<file path="src/rtl/firebird7_in_gate1_tessent_tdr_w3_ctrl.sv">
// -----------------------------------------------------------------------------
// firebird7_in_gate1_tessent_tdr_w3_ctrl
//
// IJTAG test data register that drives the select and data inputs of the
// 3-bit IJTAG/functional data mux in firebird7_in_gate1. A DATA_WIDTH+1 bit
// shift chain feeds an update register of the same width. The update register
// drives the mux directly. Capture loads the chain so the scan path can
// observe the mux inputs.
//
// Chain layout: shift_reg[DATA_WIDTH] = select field,
//               shift_reg[DATA_WIDTH-1:0] = data field, LSB shifts out first.
//
// Optional build macro: FIREBIRD7_IN_GATE1_TDR_CAPTURE_EN
//   defined   : capture loads {current select, functional_data_in}
//   undefined : capture reloads the update register (plain readback);
//               functional_data_in is then unused
//
// Ports
//   ijtag_tck           in   IJTAG clock (all state on rising edge, except so)
//   ijtag_reset         in   asynchronous active-low reset
//   ijtag_sel           in   TDR selected on the active scan path
//   ijtag_ce            in   capture enable
//   ijtag_se            in   shift enable
//   ijtag_ue            in   update enable
//   ijtag_si            in   scan in
//   ijtag_so            out  scan out, retimed on the falling edge
//   functional_data_in  in   functional-side mux data, capture source
//   ijtag_select        out  mux select (update register MSB)
//   ijtag_data_in       out  mux IJTAG data (update register data field)
// -----------------------------------------------------------------------------
module firebird7_in_gate1_tessent_tdr_w3_ctrl #(
   parameter int DATA_WIDTH = 3
) (
   input  logic                  ijtag_tck,
   input  logic                  ijtag_reset,
   input  logic                  ijtag_sel,
   input  logic                  ijtag_ce,
   input  logic                  ijtag_se,
   input  logic                  ijtag_ue,
   input  logic                  ijtag_si,
   output logic                  ijtag_so,
   input  logic [DATA_WIDTH-1:0] functional_data_in,
   output logic                  ijtag_select,
   output logic [DATA_WIDTH-1:0] ijtag_data_in
);

   logic [DATA_WIDTH:0] shift_reg;
   logic [DATA_WIDTH:0] upd_reg;
   logic [DATA_WIDTH:0] capture_val;
   logic                so_q;

`ifdef FIREBIRD7_IN_GATE1_TDR_CAPTURE_EN
   // The current select is read back alongside the functional data so the
   // scan path can tell which side of the mux is live.
   always_comb begin
      capture_val = {upd_reg[DATA_WIDTH], functional_data_in};
   end
`else
   logic fdi_unused;

   assign fdi_unused = ^functional_data_in;

   always_comb begin
      capture_val = upd_reg;
   end
`endif

   // Capture wins over shift; ce and se together is a controller error and
   // resolves to capture.
   always_ff @(posedge ijtag_tck or negedge ijtag_reset) begin
      if (!ijtag_reset) begin
         shift_reg <= '0;
      end else if (ijtag_sel) begin
         if (ijtag_ce) begin
            shift_reg <= capture_val;
         end else if (ijtag_se) begin
            shift_reg <= {ijtag_si, shift_reg[DATA_WIDTH:1]};
         end
      end
   end

   // Update is independent of ce/se and always sees the pre-edge chain.
   always_ff @(posedge ijtag_tck or negedge ijtag_reset) begin
      if (!ijtag_reset) begin
         upd_reg <= '0;
      end else if (ijtag_sel && ijtag_ue) begin
         upd_reg <= shift_reg;
      end
   end

   // Falling-edge retime keeps scan out stable across the next rising edge
   // of the downstream TDR.
   always_ff @(negedge ijtag_tck or negedge ijtag_reset) begin
      if (!ijtag_reset) begin
         so_q <= 1'b0;
      end else begin
         so_q <= shift_reg[0];
      end
   end

   assign ijtag_so      = so_q;
   assign ijtag_select  = upd_reg[DATA_WIDTH];
   assign ijtag_data_in = upd_reg[DATA_WIDTH-1:0];

endmodule

</file>
<file path="config.mk">
export PLATFORM = sky130hd
export DESIGN_NAME = firebird7_in_gate1_tessent_tdr_w3_ctrl
export DESIGN_NICKNAME = d
export VERILOG_FILES = /design/src/rtl/firebird7_in_gate1_tessent_tdr_w3_ctrl.sv
export SDC_FILE = /design/constraint.sdc
export NUM_CORES = 1
export LEC_CHECK = 0
export BUFFER_PORTS_ARGS = -buffer_cell sky130_fd_sc_hd__buf_2
export CAP_MARGIN = 20
export CORE_AREA = 3 3 40 42
export CTS_CLUSTER_SIZE = 16
export DETAILED_ROUTE_END_ITERATION = 7
export DIE_AREA = 0 0 43 45
export PLACE_DENSITY = 0.66
export SLEW_MARGIN = 10
export SYNTH_ARGS = -nofsm -noshare
export SYNTH_HDL_FRONTEND = slang
export SYNTH_SLANG_ARGS = --single-unit
</file>
<file path="constraint.sdc">
create_clock -name ijtag_tck -period 2.3 [get_ports ijtag_tck]
set_input_delay 0.115 -clock ijtag_tck [delete_from_list [all_inputs] [get_ports ijtag_tck]]
set_output_delay 0.115 -clock ijtag_tck [all_outputs]
set_load 0.01 [all_outputs]
</file>
==> reports/metrics.yaml <==
multi_input_area_um2: 164
globalRoute.busiestLayer: "met2"
final_area_um2: 507
setup.worst_path.start_class: "register"
grt_max_degree: 10
avgSynthCellArea_um2: 12.4
dp_hpwl_um: 562
ys_seq_elements: 9
r2r_slack_ps: 590
cp-end-kind: "output port"
hold_class: "in -> reg"
drive_above_1_share: 0.396
overflow: 0
slowest_delay_ps: 380
yosysWarnings: 0
cpLargestDelayFamily: "flip-flops"
postSynthCellCount: 33
clkTransAtPathRegs_ps: 60
path_cells: "buf_2"
syn-cell-area_um2: 408
drc_errors: 0
cp.required_ps: 2180
syn_nets: 43
cp_max_fo: 1
ir_drop_mv: 0.424
pre_cts_slack_ps: 552
fin_util: 0.394
clockBufferDepth: 2
reg2regPathDepth: 0
power.density_nw_per_um2: 1030
leakage_nw: 0.234
relSlewSlack: 0.869
gp_congestion: 0.816
via_count: 313
post_drt_via_cell_ratio: 4.97
io_pins: 15
area_growth_pct: 24.2
finalSetupTns_ps: 0
setup.worst_path.start: "ijtag_so$_DFF_NN0_"
start_util: 0.317
grt_usage: 0.0953
grtUsageMet1: 0.0975
worst_slack_ps: 266
reg2reg_from: "shift_reg[0]$_DFFE_PN0P_"
grt_pass1_wl_mm: 1.26
num-fill-cells: 130
io_buffers: 11
cts_resized: 0
worstMarginPinSlew_ps: 196
finalHoldViolCount: 0
ant_nets: 0
cp_slowest_cell: "dfrtn_1"
min_from: "ijtag_ce"
maxCapViolations: 0
num_rows: 13
hold_ws_ps: 170
die_y_um: 45
crit_buf_inv: 1
rsz0062_at_grt: "no"
clock_latency_ps: 270
drtIter0Drc: 1
core_area_um2: 1280
grt_use_met2: 0.144
cts_tree: "built"
synth_cell_types: 12
routedWlPerCell_um: 12.2
yosysSeqAreaShare: 0.552
cts_sinks: 9
cts_root_buf: "clkbuf_4"
antenna_found_initial: 0
wl_um: 771
setup_viol: 0
final_nets: 59
layout.area.seq_um2: 225
drv_slew: 0
hold_end: "shift_reg[0]$_DFFE_PN0P_"
dpl-instance-area_um2: 470
numCtsBuffers: 3
grt_pass1_vias: 281
cts_htree_levels: 1
die-area_um2: 1940
skew_ps: 8.07
grt_use_met3: 0.0677
crit_type: "reg -> out"
crit_arrival_ps: 1920
status: "finished, final reports clean"
dieWidth_um: 43
timing.rr.end: "ijtag_so$_DFF_NN0_"
antennaDiodeCount: 0
hold_depth: 3
first_pass_iters: 2
## worst max-delay path by stage
stage                         endpoint  slack, ps  cells past startpoint
floorplan           ijtag_so$_DFF_NN0_        610                      0
global placement              ijtag_so        560                      1
detailed placement            ijtag_so        550                      1
CTS                           ijtag_so        260                      1
global route                  ijtag_so        240                      1
finish                        ijtag_so        270                      1
## worst min-delay path, stage by stage
cell	delay, ps
buf_2	110
inv_1	90
a21oi_1	70
## metrics by stage
stage,std cells,power (mW)
floorplan,33,0.349
finish,63,0.524
global placement,58,0.403
CTS,63,0.532
detailed placement,58,0.406
global route,63,0.562
## what timing repair did
action / CTS / global route
setup buffers: 0 / 0
hold endpoints to repair: 8 / 0
hold buffers: 1 / 0
## cell usage after synthesis
cell / n / area, µm²
dfrtn_1: 1 / 25.0
mux2_4: 4 / 60.1
o21ai_0: 3 / 15.0
inv_1: 2 / 7.51
o22ai_1: 5 / 31.3
dfrtp_1: 8 / 200
buf_6: 1 / 11.3
nand2_1: 2 / 7.51
a21oi_1: 4 / 20.0
nand3b_1: 1 / 7.51
nand4bb_1: 1 / 11.3
nand2_4: 1 / 11.3
## placed cells by master, fill, tap and decap left out, drive strengths merged
master and instances:
dfrtn 1, nand4bb 1, a21oi 4, inv 2, dfrtp 8, mux2 4
nand2 3, nand3b 1, clkbuf 4, dlygate4sd3 1, o21ai 3, buf 11
o22ai 5
## cell type report
class                   instances  share of cell area
clock buffers                   4              0.0519
inverters                       2              0.0148
multi-input cells              21               0.323
flip-flops and latches          9               0.444
well taps                      15              0.0370
repair buffers                 12               0.128
## where the power goes
| part | leakage (nW) | internal, mW | switching, mW |
|---|---|---|---|
| logic | 0.123 | 0.0856 | 0.0621 |
| clock network | 0.0150 | 0.0668 | 0.0538 |
| registers | 0.0965 | 0.214 | 0.0414 |
## kinds of logic after synthesis
| logic type | synth area share |
|---|---|
| AND/OR/NAND/NOR | 0.0920 |
| multiplexers | 0.147 |
| buffers and inverters | 0.0460 |
| AO/OA/AOI/OAI | 0.163 |
| flip-flops | 0.552 |
## metal layers
metal | up-vias | wire, µm
li1 | 152 | -
met1 | 150 | 344
met2 | 9 | 353
met3 | 2 | 61
met4 | 0 | 11
met5 | - | 0
Note: power is estimated with default switching activity, not from simulation.
